## config.mk

```make
export PLATFORM = sky130hd
export DESIGN_NAME = serial_pattern_sched
export DESIGN_NICKNAME = d
export VERILOG_FILES = /design/src/rtl/serial_pattern_sched.sv
export SDC_FILE = /design/constraint.sdc
export NUM_CORES = 1
export LEC_CHECK = 0
export CORE_MARGIN = 3
export CORE_UTILIZATION = 51
export DETAILED_ROUTE_END_ITERATION = 8
export HOLD_SLACK_MARGIN = 0.03
export PLACE_DENSITY = 0.84
export SYNTH_ARGS = -nofsm -noshare
export SYNTH_HDL_FRONTEND = slang
export SYNTH_SLANG_ARGS = --single-unit
```

## constraint.sdc

```tcl
create_clock -name clk -period 2.17 [get_ports clk]
set_input_delay 0.434 -clock clk [delete_from_list [all_inputs] [get_ports clk]]
set_output_delay 0.434 -clock clk [all_outputs]
set_load 0.1 [all_outputs]
```

## src/rtl/serial_pattern_sched.sv

```systemverilog
// serial_pattern_sched
//
// Accepts a DATA_W-bit word over a valid/ready handshake, shifts it MSB-first
// through a PAT_W-bit sliding-window detector (one bit per clock), counts the
// pattern matches and presents a result record over a second valid/ready
// handshake.
//
// Ports:
//   clk          rising-edge clock
//   reset_n      synchronous active-low reset
//   in_valid     producer has a word
//   in_ready     block can accept (IDLE only)
//   in_data      word to scan, MSB first
//   pattern      pattern to detect, sampled at acceptance
//   out_valid    result record valid (REPORT only)
//   out_ready    consumer takes the result
//   match_count  number of matches in the word
//   found        at least one match
//   first_pos    bit index (0 = MSB) where the first match completed
//   busy         state != IDLE
//
// Configuration macro:
//   SERIAL_PATTERN_OVERLAP_EN  defined     -> overlapping matches are counted
//                              not defined -> after a match PAT_W fresh bits
//                                             are needed for the next one
module serial_pattern_sched #(
  parameter int DATA_W = 8,
  parameter int PAT_W  = 4
) (
  input  logic                        clk,
  input  logic                        reset_n,
  input  logic                        in_valid,
  output logic                        in_ready,
  input  logic [DATA_W-1:0]           in_data,
  input  logic [PAT_W-1:0]            pattern,
  output logic                        out_valid,
  input  logic                        out_ready,
  output logic [$clog2(DATA_W+1)-1:0] match_count,
  output logic                        found,
  output logic [$clog2(DATA_W)-1:0]   first_pos,
  output logic                        busy
);

  localparam int CNT_W  = $clog2(DATA_W + 1);
  localparam int POS_W  = $clog2(DATA_W);
  localparam int FILL_W = $clog2(PAT_W + 1);

  localparam logic [FILL_W-1:0] FILL_MAX = FILL_W'(PAT_W);
  // fill + 1 >= PAT_W is the same as fill >= PAT_W - 1
  localparam logic [FILL_W-1:0] FILL_HIT = FILL_W'(PAT_W - 1);
  localparam logic [POS_W-1:0]  LAST_IDX = POS_W'(DATA_W - 1);

  typedef enum logic [1:0] {
    IDLE   = 2'b00,
    SHIFT  = 2'b01,
    REPORT = 2'b10
  } state_t;

  state_t              state_q, state_d;
  logic [DATA_W-1:0]   sreg_q, sreg_d;
  logic [PAT_W-1:0]    pat_q, pat_d;
  logic [PAT_W-1:0]    window_q, window_d;
  logic [POS_W-1:0]    bit_idx_q, bit_idx_d;
  logic [FILL_W-1:0]   fill_q, fill_d;
  logic [CNT_W-1:0]    count_q, count_d;
  logic                found_q, found_d;
  logic [POS_W-1:0]    pos_q, pos_d;

  logic                shift_bit;
  logic [PAT_W-1:0]    window_next;
  logic                hit;

  always_comb begin
    state_d   = state_q;
    sreg_d    = sreg_q;
    pat_d     = pat_q;
    window_d  = window_q;
    bit_idx_d = bit_idx_q;
    fill_d    = fill_q;
    count_d   = count_q;
    found_d   = found_q;
    pos_d     = pos_q;

    shift_bit   = sreg_q[DATA_W-1];
    window_next = {window_q[PAT_W-2:0], shift_bit};
    hit         = 1'b0;

    unique case (state_q)
      IDLE: begin
        if (in_valid) begin
          sreg_d    = in_data;
          pat_d     = pattern;
          window_d  = '0;
          bit_idx_d = '0;
          fill_d    = '0;
          count_d   = '0;
          found_d   = 1'b0;
          pos_d     = '0;
          state_d   = SHIFT;
        end
      end

      SHIFT: begin
        sreg_d   = {sreg_q[DATA_W-2:0], 1'b0};
        window_d = window_next;
        fill_d   = (fill_q == FILL_MAX) ? FILL_MAX : fill_q + FILL_W'(1);

        // The window only counts once PAT_W real bits have entered it,
        // including the bit being shifted in this cycle.
        hit = (fill_q >= FILL_HIT) && (window_next == pat_q);

        if (hit) begin
          count_d = count_q + CNT_W'(1);
          if (!found_q) begin
            found_d = 1'b1;
            pos_d   = bit_idx_q;
          end
`ifndef SERIAL_PATTERN_OVERLAP_EN
          // Consume the matched bits: the next match needs PAT_W new ones.
          fill_d = '0;
`endif
        end

        if (bit_idx_q == LAST_IDX) begin
          state_d = REPORT;
        end else begin
          bit_idx_d = bit_idx_q + POS_W'(1);
        end
      end

      REPORT: begin
        if (out_ready) begin
          state_d = IDLE;
        end
      end

      default: begin
        state_d = IDLE;
      end
    endcase
  end

  always_ff @(posedge clk) begin
    if (!reset_n) begin
      state_q   <= IDLE;
      sreg_q    <= '0;
      pat_q     <= '0;
      window_q  <= '0;
      bit_idx_q <= '0;
      fill_q    <= '0;
      count_q   <= '0;
      found_q   <= 1'b0;
      pos_q     <= '0;
    end else begin
      state_q   <= state_d;
      sreg_q    <= sreg_d;
      pat_q     <= pat_d;
      window_q  <= window_d;
      bit_idx_q <= bit_idx_d;
      fill_q    <= fill_d;
      count_q   <= count_d;
      found_q   <= found_d;
      pos_q     <= pos_d;
    end
  end

  // All outputs come straight from flops or from a decode of the state flop.
  assign in_ready    = (state_q == IDLE);
  assign out_valid   = (state_q == REPORT);
  assign busy        = (state_q != IDLE);
  assign match_count = count_q;
  assign found       = found_q;
  assign first_pos   = pos_q;

endmodule

```

# After elaboration in Yosys (flattened, before gate mapping)

Index checks and enable logic that the tools add are counted.
W data, S select, Z words.

Register bits after elaboration: 31
Input bits: 16
Output and inout port bits: 11
Logic and storage cells: 56

Add/subtract/negate cells: 3
Order comparisons: 1
Eq/ne operators: 11
Multiplexer cells: 22
Reductions and logical operators: 10

Operators with widths:

| operator              | count |
|---|---|
| $pmux W3 S2           | 4 |
| $mux W3               | 6 |
| $pmux W8 S2           | 1 |
| $ne A2 B2 Y1 const B  | 5 |
| $reduce_and A3 Y1     | 3 |
| $mux W4               | 2 |
| $mux W8               | 1 |
| $pmux W4 S2           | 1 |
| $add A3 B1 Y3 const B | 2 |
| $eq A3 B3 Y1 const B  | 2 |
| $mux W2               | 3 |
| $pmux W2 S3           | 1 |
| $add A4 B1 Y4 const B | 1 |
| $eq A4 B4 Y1          | 1 |
| $reduce_and A2 Y1     | 2 |
| $reduce_and A4 Y1     | 1 |
| $reduce_bool A2 Y1    | 2 |
| $ge A3 B2 Y1 const B  | 1 |
| $eq A2 B1 Y1 const B  | 1 |
| $eq A2 B2 Y1 const B  | 1 |
| $logic_not A2 Y1      | 1 |
| $mux W1               | 2 |
| $ne A2 B1 Y1 const B  | 1 |
| $pmux W1 S2           | 1 |
| $logic_and A1 B1 Y1   | 1 |

# Depth between registers and ports, before layout

Gate-level depths: netlist of run 1.

Word-level depth: 4
Gate-level depth with buffers: 6
Depth with buffers taken out: 6

# Worst setup path before layout of run 1

No wires, ideal clock.

Path kind: register to output
From: reg state_q[1]
To: out busy
Arrival time: 2,628 ps
Data required time: 1,736 ps
Path slack: -892 ps
Cell stages (with the launch flop): 4
Buffers on the path: 1
Cells stage by stage: dfxtp_1 -> buf_6 -> nor2_1 -> inv_1

Longest elaborated chain between the ends: 1

RTL lines:

| element                  | RTL line | RTL |
|---|---|---|
| start: declaration       | 59       | `state_t state_q, state_d;` |
| start signal: assignment | 155      | `state_q <= state_d;` |
| $reduce_bool A2 Y1       | 170      | `assign busy = (state_q != IDLE);` |
| end: declaration         | 41       | `output logic busy` |

No other way between the ends.

# Final worst setup path of run 1

From: reg fill_q[0]
To: reg count_q[3], in the netlist match_count[3]

Longest elaborated chain between the ends: 4

RTL lines:

| element                     | RTL line | RTL |
|---|---|---|
| start: declaration          | 64       | `logic [FILL_W-1:0] fill_q, fill_d;` |
| start signal: assignment    | 160      | `fill_q <= fill_d;` |
| $ge A3 B2 Y1                | 110      | `hit = (fill_q >= FILL_HIT) && (window_next == pat_q);` |
| $logic_and A1 B1 Y1         | 110      |  |
| $ne A2 B2 Y1 (no line)      | -        |  |
| $reduce_and A3 Y1 (no line) | -        |  |
| end signal: assignment      | 161      | `count_q <= count_d;` |
| end: declaration            | 65       | `logic [CNT_W-1:0] count_q, count_d;` |

No other way between the ends.
A chain may end at the register's enable or synchronous reset.

==> summary.md, run 1 <==
| Metric | Value |
|---|---|
| Post-CTS setup buffers | `0` |
| Crit path capture type | `flop` |
| Clock slew at reported path FFs | `0.09 ns` |
| Post-route ant nets | `0` |
| Sequential power share | `56.4%` |
| Reg-to-reg startpoint | `fill_q[0]` |
| Nets | `222` |
| Worst hold endpoint | `pat_q[0]` |
| Crit path DAT | `2.17 ns` |
| Clock Latency Late Sink | `0.33 ns` |
| Total CTS buffers | `5` |
| Die area | `3540 sq um` |
| Detail Placement HPWL | `2340 um` |
| Yosys reg bits | `31` |
| Syn_nets | `194` |
| CTS Sinks | `31` |
| Tcrit/Tclk final | `89.5%` |
| Most frequent cells in the layout | `nand2_1, dfxtp_1, clkdlybuf4s50_1, buf_4` |
| Mapped Area | `1460 sq um` |
| Avg WL per Cell | `14.4 um` |
| CP required | `2.40 ns` |
| Setup slack at placement | `0.309 ns` |
| Root buf cell | `clkbuf_4` |
| Clock power share | `27.5%` |
| GPL Wtd Cong | `0.811` |
| Hold Crit Class | `flop to flop` |
| IR drop worst, VDD | `0.000547 V` |
| Least-Margin Pin Slew | `0.465 ns` |
| Most frequent CP cell | `ha_1` |
| Clk_skew | `0.00254 ns` |
| Post-route DRC | `0` |
| Via count | `1,322` |
| Post-layout min period | `1.94 ns` |
| TNS Setup | `0 ns` |
| Grt total ovfl | `0` |
| Worst-path fanout max | `9` |
| CP max stage cell | `dfxtp_1` |
| Total GRT Usage | `21.4%` |
| Post-synth cell types | `40` |
| Status | `finished clean` |
| Syn_area_per_cell | `8.47 sq um` |
| Max Slew Vio Count | `0` |
| R2R cell count | `6` |
| Post-synth ARST share | `0%` |
| Die Wd | `59.5 um` |
| CTS resizes | `0` |
| CTS tree | `done` |
| P_int | `781 uW` |
| Dominant synthesized flop cell | `dfxtp_1` |
| CP Launch Type | `flop` |
| Sequential-to-total area share from yosys stat | `42.6%` |
| Max-cap violations | `0` |
| Core Box Area | `2590 sq um` |
| Hold Vio Cnt, Final | `0` |
| Cts-stage hold buffer count | `0` |
| Switching share of total power | `27.9%` |
| Relative max-transition margin | `69.0%` |
| Net switching power | `302 uW` |
| Comb pwr share | `16.1%` |
| CTS max path bufs | `2` |
| Vias in the first global route | `1,299` |
| Cells after Synth | `172` |
| Setup violations, final | `0` |
| First-pass iteration count of the detailed router | `4` |
| Hold path startpoint | `pat_q[0]` |
| Leak | `0.000709 uW` |
| Synth warn | `0` |
| Critical path class | `flop to flop` |
| Final cell count without fillers | `229` |
| ANT cells | `0` |
| Site Rows | `18` |
| Hold path depth | `2` |
| DR iter-0 viols | `52` |
| Pwr Density | `605 nW/um^2` |
| Post-synth EDFFs | `0` |
| Ratio of cells with drive above 1 in the final layout | `15.1%` |
| Synth-to-layout area growth | `23.0%` |
| Reg2reg end | `match_count[3]` |
| WL final | `3310 um` |
| Largest net degree at the start of global routing | `26` |
| Quantity of I/O buffers inserted on ports | `26` |
| Crit path cell chain | `ha_1 > ha_1 > a211o_1 > nand4_1 > or2_4 > a41o_1` |
| Initial antenna violation count | `0` |
| RSZ-0062 raised after global routing | `no` |
| Filler cell count in the final layout | `204` |
| Starting Density | `56.3%` |
| H-tree levels | `2` |
| Vias per inst | `5.77` |
| Wire length of the first global-routing pass | `5600 um` |
| F_max | `0.515 GHz` |
| Largest stage delay, worst path | `0.44 ns` |
| Placed cells | `223` |
| Die Span Y | `59.5 um` |
| Final WS setup | `0.228 ns` |
| Worst reg2reg setup slack | `0.23 ns` |
| Io pins | `27` |
==> power groups by stage <==
stage	Sequential [uW]	Clock (uW)	Combinational (uW)
detailed placement	624	0	173
global route	615	332	190
floorplan	621	0	110
global placement	623	0	166
finish	612	298	174
CTS	611	304	174
==> stage by stage <==
step                      instance area [sq um]  power (uW)  util (%)  hold slack (ns)
after detailed placement                   1750         797      67.6            0.460
after floorplan                            1470         731         -            0.448
after global placement                     1750         789      67.6            0.456
after global routing                       1790        1140      69.2            0.491
after CTS                                  1790        1090      69.2            0.472
final                                      1790        1080      69.2            0.474
==> worst max-delay path: cells and delay by family, from the launching register on <==
kind | cells | cell delay [ns]
AO/OA/AOI/OAI | 2 | 0.35
adder cells (fa/ha/maj) | 2 | 0.34
flip-flops | 1 | 0.44
AND/OR/NAND/NOR | 2 | 0.71
==> layout make-up <==
| type | instances | area, sq um | share of cell area, % |
|---|---|---|---|
| clock buffers | 6 | 41.3 | 2.30 |
| inverters | 7 | 26.3 | 1.47 |
| multi-input cells | 123 | 764 | 42.6 |
| flip-flops and latches | 31 | 621 | 34.6 |
| well taps | 30 | 37.5 | 2.09 |
| repair buffers | 32 | 303 | 16.9 |
==> logic make-up (layout without fill, tap and decap cells) <==
| kind of cell | after synthesis | count (layout) | synth area share (%) |
|---|---|---|---|
| AOI/OAI and AO/OA | 35 | 35 | 16.4 |
| xor gates and xnor gates | 4 | 4 | 2.40 |
| adders and majority gates | 6 | 6 | 5.15 |
| buffers and inverters | 18 | 45 | 5.66 |
| DFF | 31 | 31 | 42.6 |
| muxes | 4 | 4 | 2.75 |
| and+or+nand+nor | 74 | 74 | 25.1 |
==> synth_stat cells (3+ instances only) <==
cell type / count / share of area [%]
mux2i_1: 4 / 2.7
inv_1: 6 / 1.5
a311oi_1: 7 / 4.2
a21oi_1: 14 / 4.8
buf_2: 6 / 2.1
o211ai_1: 3 / 1.5
nor2_1: 15 / 3.9
nand2_1: 31 / 8.0
dfxtp_1: 31 / 43
ha_1: 6 / 5.2
clkbuf_1: 4 / 1.0
nand3_1: 11 / 3.8
xnor2_1: 3 / 1.8
==> worst max path at each step <==
| stage | startpoint | endpoint | cells past startpoint | slack, ns |
|---|---|---|---|---|
| finish | fill_q[0] | match_count[3] | 6 | 0.23 |
| global route | fill_q[0] | first_pos[0] | 6 | 0.12 |
| CTS | fill_q[0] | match_count[3] | 6 | 0.25 |
| detailed placement | in_valid | fill_q[2] | 5 | 0.31 |
| global placement | in_valid | match_count[3] | 4 | 0.33 |
| floorplan | state_q[1] | busy | 3 | 0.24 |
==> metal layers <==
| layer | global-route usage (%) | part of all wire, % | vias to the layer above |
|---|---|---|---|
| met5 | 0 | 0 | - |
| met4 | 9.06 | 1.5 | 0 |
| met3 | 8.28 | 4.8 | 6 |
| met2 | 36.8 | 50 | 35 |
| met1 | 23.2 | 44 | 620 |
| li1 | - | - | 661 |
==> sequential cells by signal, summed over array words and instances (netlist names) <==
| signal | flops |
|---|---|
| found | 1 |
| fill_q | 3 |
| sreg_q | 8 |
| pat_q | 4 |
| bit_idx_q | 3 |
| first_pos | 3 |
| state_q | 2 |
| match_count | 4 |
| window_q | 3 |
Power figures use the tool's default switching activity.
==> run 2: changes to the inputs <==
Settings changed: CORE_ASPECT_RATIO set to 0.9, CTS_CLUSTER_DIAMETER set to 30.
==> summary.md, run 2 (synthesis results as in run 1) <==
| Metric | Value |
|---|---|
| Pwr Density | `612 nW/um^2` |
| Io pins | `27` |
| Relative max-transition margin | `74.2%` |
| ANT cells | `0` |
| Crit path DAT | `2.07 ns` |
| CP required | `2.41 ns` |
| Nets | `222` |
| Vias in the first global route | `1,255` |
| Avg WL per Cell | `13.2 um` |
| Post-layout min period | `1.83 ns` |
| Vias per inst | `5.50` |
| Tcrit/Tclk final | `84.5%` |
| Total GRT Usage | `19.2%` |
| Ratio of cells with drive above 1 in the final layout | `16.0%` |
| Worst-path fanout max | `9` |
| R2R cell count | `6` |
| Leak | `0.000719 uW` |
| Filler cell count in the final layout | `210` |
| Clock Latency Late Sink | `0.32 ns` |
| Die area | `3540 sq um` |
| Core Box Area | `2590 sq um` |
| Status | `finished clean` |
| DR iter-0 viols | `58` |
| Root buf cell | `clkbuf_4` |
| Max Slew Vio Count | `0` |
| WL final | `3140 um` |
| Max FFs per register | `8` |
| Die Wd | `62.4 um` |
| Grt total ovfl | `0` |
| Clk_skew | `0.00377 ns` |
| CTS resizes | `0` |
| CTS tree | `done` |
| Wire length of the first global-routing pass | `5460 um` |
| Via count | `1,308` |
| Max-cap violations | `0` |
| Cts-stage hold buffer count | `0` |
| H-tree levels | `2` |
| First-pass iteration count of the detailed router | `4` |
| Die Span Y | `56.7 um` |
| Critical path class | `flop to flop` |
| Clock slew at reported path FFs | `0.09 ns` |
| Quantity of I/O buffers inserted on ports | `26` |
| IR drop worst, VDD | `0.000533 V` |
| CP Launch Type | `flop` |
| Post-CTS setup buffers | `0` |
| Crit path capture type | `flop` |
| Hold path depth | `2` |
| TNS Setup | `0 ns` |
| Hold Vio Cnt, Final | `0` |
| F_max | `0.546 GHz` |
| Total CTS buffers | `5` |
| Most frequent cells in the layout | `nand2_1, dfxtp_1, clkdlybuf4s50_1, buf_4` |
| Hold Crit Class | `flop to flop` |
| GPL Wtd Cong | `0.768` |
| Largest net degree at the start of global routing | `26` |
| Initial antenna violation count | `0` |
| Least-Margin Pin Slew | `0.386 ns` |
| Site Rows | `17` |
| Setup violations, final | `0` |
| Post-route DRC | `0` |
| Hold WS | `0.473 ns` |
| Reg with most FFs | `sreg_q` |
| Detail Placement HPWL | `2340 um` |
| RSZ-0062 raised after global routing | `no` |
| CTS max path bufs | `2` |
| Synth-to-layout area growth | `24.7%` |
| Starting Density | `56.2%` |
| Post-route ant nets | `0` |
| CTS Sinks | `31` |
run 2: cell types whose count changed in the layout (fill, tap and decap cells not counted):
cell,previous run,this run
clkinv_2,0,1
clkbuf_1,1,0
clkbuf_8,0,1
run 2: through the flow:
stage | power (uW) | instances | setup slack [ns] | util, % | area [sq um]
5_1_grt | 1170 | 238 | 0.184 | 70.1 | 1820
3_3_place_gp | 788 | 231 | 0.331 | 67.9 | 1760
6_report | 1110 | 238 | 0.337 | 70.1 | 1820
2_1_floorplan | 731 | 172 | 0.243 | - | 1470
4_1_cts | 1120 | 238 | 0.317 | 70.1 | 1820
3_5_place_dp | 795 | 231 | 0.281 | 67.9 | 1760
run 2: routing by layer:
layer / GRT usage (%) / part of all wire [%]
met1: 23.3 / 45
met2: 31.7 / 48
met3: 5.40 / 5.4
met4: 8.81 / 1.6
met5: 0 / 0
run 2: power by group:
group	internal (uW)	leakage, uW	total [uW]	switching (uW)
Combinational	74.6	0.000432	172	97.3
Clock	150	0.0000341	330	180
Sequential	592	0.000253	611	19.6
run 2: final timing paths:
path | slack (ns) | from | end
worst min register to register | 0.47 | pat_q[2] | pat_q[2]
worst min-delay path | 0.47 | pat_q[2] | pat_q[2]
worst max register to register | 0.34 | fill_q[0] | first_pos[1]
worst max-delay path | 0.34 | fill_q[0] | first_pos[1]
run 2: worst max-delay path, stage by stage, from the launching register on:
cell     delay [ns]
dfxtp_1        0.41
ha_1           0.18
ha_1           0.14
a211o_1        0.09
nand4_1        0.28
nor3_2         0.39
mux2i_1        0.26
run 2: final cells by class:
type / instances / area (sq um) / share of cell area [%]
tap: 38 / 47.5 / 2.62
timing repair buffer: 32 / 303 / 16.7
inverter: 7 / 26.3 / 1.45
multi-input combinational: 123 / 764 / 42.1
clock buffer: 6 / 51.3 / 2.82
sequential: 31 / 621 / 34.1
clock inverter: 1 / 5.00 / 0.275
==> run 3: changes to the inputs <==
Clock period 2.17 ns to 1.74 ns, I/O delays scaled along.
==> summary.md, run 3 (synthesis results as in run 1) <==
| Metric | Value |
|---|---|
| Max Slew Vio Count | `0` |
| CTS Sinks | `31` |
| Post-route ant nets | `0` |
| Crit-path leading delay family | `flip-flops` |
| Hold Crit Class | `flop to flop` |
| Most frequent cells in the layout | `nand2_1, dfxtp_1, clkdlybuf4s50_1` |
| Reg-to-reg startpoint | `fill_q[0]` |
| Site Rows | `17` |
| Critical path class | `flop to flop` |
| Relative max-transition margin | `74.2%` |
| Vias in the first global route | `1,341` |
| Grt total ovfl | `0` |
| Die area | `3540 sq um` |
| CTS max path bufs | `2` |
| Total GRT Usage | `20.9%` |
| Crit path capture type | `flop` |
| DR iter-0 viols | `100` |
| Clk_skew | `0.00387 ns` |
| Most frequent CP cell | `ha_1` |
| Crit path DAT | `1.87 ns` |
| Pwr Density | `741 nW/um^2` |
| Placed cells | `233` |
| Ratio of cells with drive above 1 in the final layout | `20.1%` |
| Reg2reg end | `match_count[3]` |
| CP required | `1.96 ns` |
| Most common cell after layout, fill and taps aside | `nand2_1` |
| Crit path cell chain | `ha_1 > ha_1 > a211o_1 > nand4_1 > buf_4 > or2_4 > a41o_1` |
| Starting Density | `56.2%` |
| RSZ-0062 raised after global routing | `no` |
| Synth-to-layout area growth | `35.8%` |
| Nets | `225` |
| Vias per inst | `5.74` |
| Largest stage delay, worst path | `0.38 ns` |
| Final Power | `1470 uW` |
| CP Buf/Inv Count | `1` |
| Worst-path fanout max | `7` |
| Least-Margin Pin Slew | `0.381 ns` |
| Detail Placement HPWL | `2550 um` |
| Die Wd | `62.4 um` |
| Total CTS buffers | `5` |
| Leak | `0.000764 uW` |
| Via count | `1,390` |
| Worst setup startpoint | `fill_q[0]` |
| Final cell count without fillers | `242` |
| Post-route DRC | `0` |
| CTS tree | `done` |
| Hold Vio Cnt, Final | `0` |
| Status | `finished clean` |
| Setup violations, final | `0` |
| Max-cap violations | `0` |
| Initial antenna violation count | `0` |
| Worst reg2reg setup slack | `0.09 ns` |
| Clock slew at reported path FFs | `0.09 ns` |
| WL final | `3570 um` |
| GPL Wtd Cong | `0.792` |
| Reg with most FFs | `sreg_q` |
| R2R cell count | `7` |
| IR drop worst, VDD | `0.000612 V` |
| Clock Latency Late Sink | `0.32 ns` |
| Hold WS | `0.478 ns` |
| Wire length of the first global-routing pass | `6020 um` |
| CP Launch Type | `flop` |
| H-tree levels | `2` |
| Post-layout min period | `1.65 ns` |
| Avg WL per Cell | `14.7 um` |
| ANT cells | `0` |
| Max FFs per register | `8` |
| CP max stage cell | `dfxtp_2` |
| CP Depth | `7` |
| Die Span Y | `56.7 um` |
| Root buf cell | `clkbuf_4` |
| F_max | `0.607 GHz` |
| Tcrit/Tclk final | `94.6%` |
| Quantity of I/O buffers inserted on ports | `26` |
| First-pass iteration count of the detailed router | `4` |
| Cts-stage hold buffer count | `0` |
| Core Box Area | `2590 sq um` |
| Largest net degree at the start of global routing | `26` |
| Io pins | `27` |
| Crit path to | `match_count[3]` |
## run 3: cell types whose count changed in the layout (fill, tap and decap cells not counted), sizes merged
| cell | delta |
|---|---|
| buf | +3 |
| clkbuf | +2 |
| clkinv | -1 |
## run 3: final cells by class
type                       count  area (sq um)
clock buffer                   8          68.8
multi-input combinational    123           771
fill                         192           616
tap                           38          47.5
sequential                    31           628
timing repair buffer          35           438
inverter                       7          26.3
## run 3: worst min-delay path by stage
stage           endpoint  slack (ns)  depth (start not counted)       from
6_report        pat_q[1]        0.48                          2   pat_q[1]
5_1_grt         pat_q[0]        0.51                          2   pat_q[0]
4_1_cts         pat_q[1]        0.48                          2   pat_q[1]
3_5_place_dp    pat_q[1]        0.46                          2   pat_q[1]
3_3_place_gp   sreg_q[0]        0.45                          2  sreg_q[0]
2_1_floorplan   pat_q[1]        0.45                          2   pat_q[1]
## run 3: report_power, final
group,total [uW],switching (uW),internal [uW]
clock,473,235,238
sequential,761,21.9,739
combinational,233,132,101
total,1470,389,1080
## run 3: timing repair
action | CTS | global route
setup buffers | 0 | 1
pin swaps | 1 | 0
gates resized for setup | 2 | 2
endpoints found under the setup margin | 3 | 9
hold endpoints to repair | 0 | 0
## run 3: worst reg2reg max path: cells and delay by family, from the launching register on
family                   cells  cell delay [ns]
AO/OA/AOI/OAI                2             0.34
adder cells (fa/ha/maj)      2             0.31
buffers and inverters        1             0.17
flip-flops                   1             0.38
AND/OR/NAND/NOR              2             0.35
## run 3: per-stage QoR
stage / util [%] / setup slack, ns / instance area, sq um / setup TNS, ns
after global placement: 73.0 / -0.0108 / 1890 / -0.0122
after global routing: 76.3 / 0.0367 / 1980 / 0
after CTS: 75.7 / 0.00982 / 1960 / 0
after floorplan: - / -0.101 / 1470 / -0.101
after detailed placement: 73.0 / -0.0868 / 1890 / -0.615
final: 76.3 / 0.0934 / 1980 / 0
## run 3: layer usage
metal / GRT usage [%] / wire length [um] / vias to the layer above
li1: - / - / 668
met1: 26.1 / 1510 / 657
met2: 35.4 / 1810 / 58
met3: 5.80 / 199 / 7
met4: 5.97 / 47 / 0
met5: 0 / 0 / -
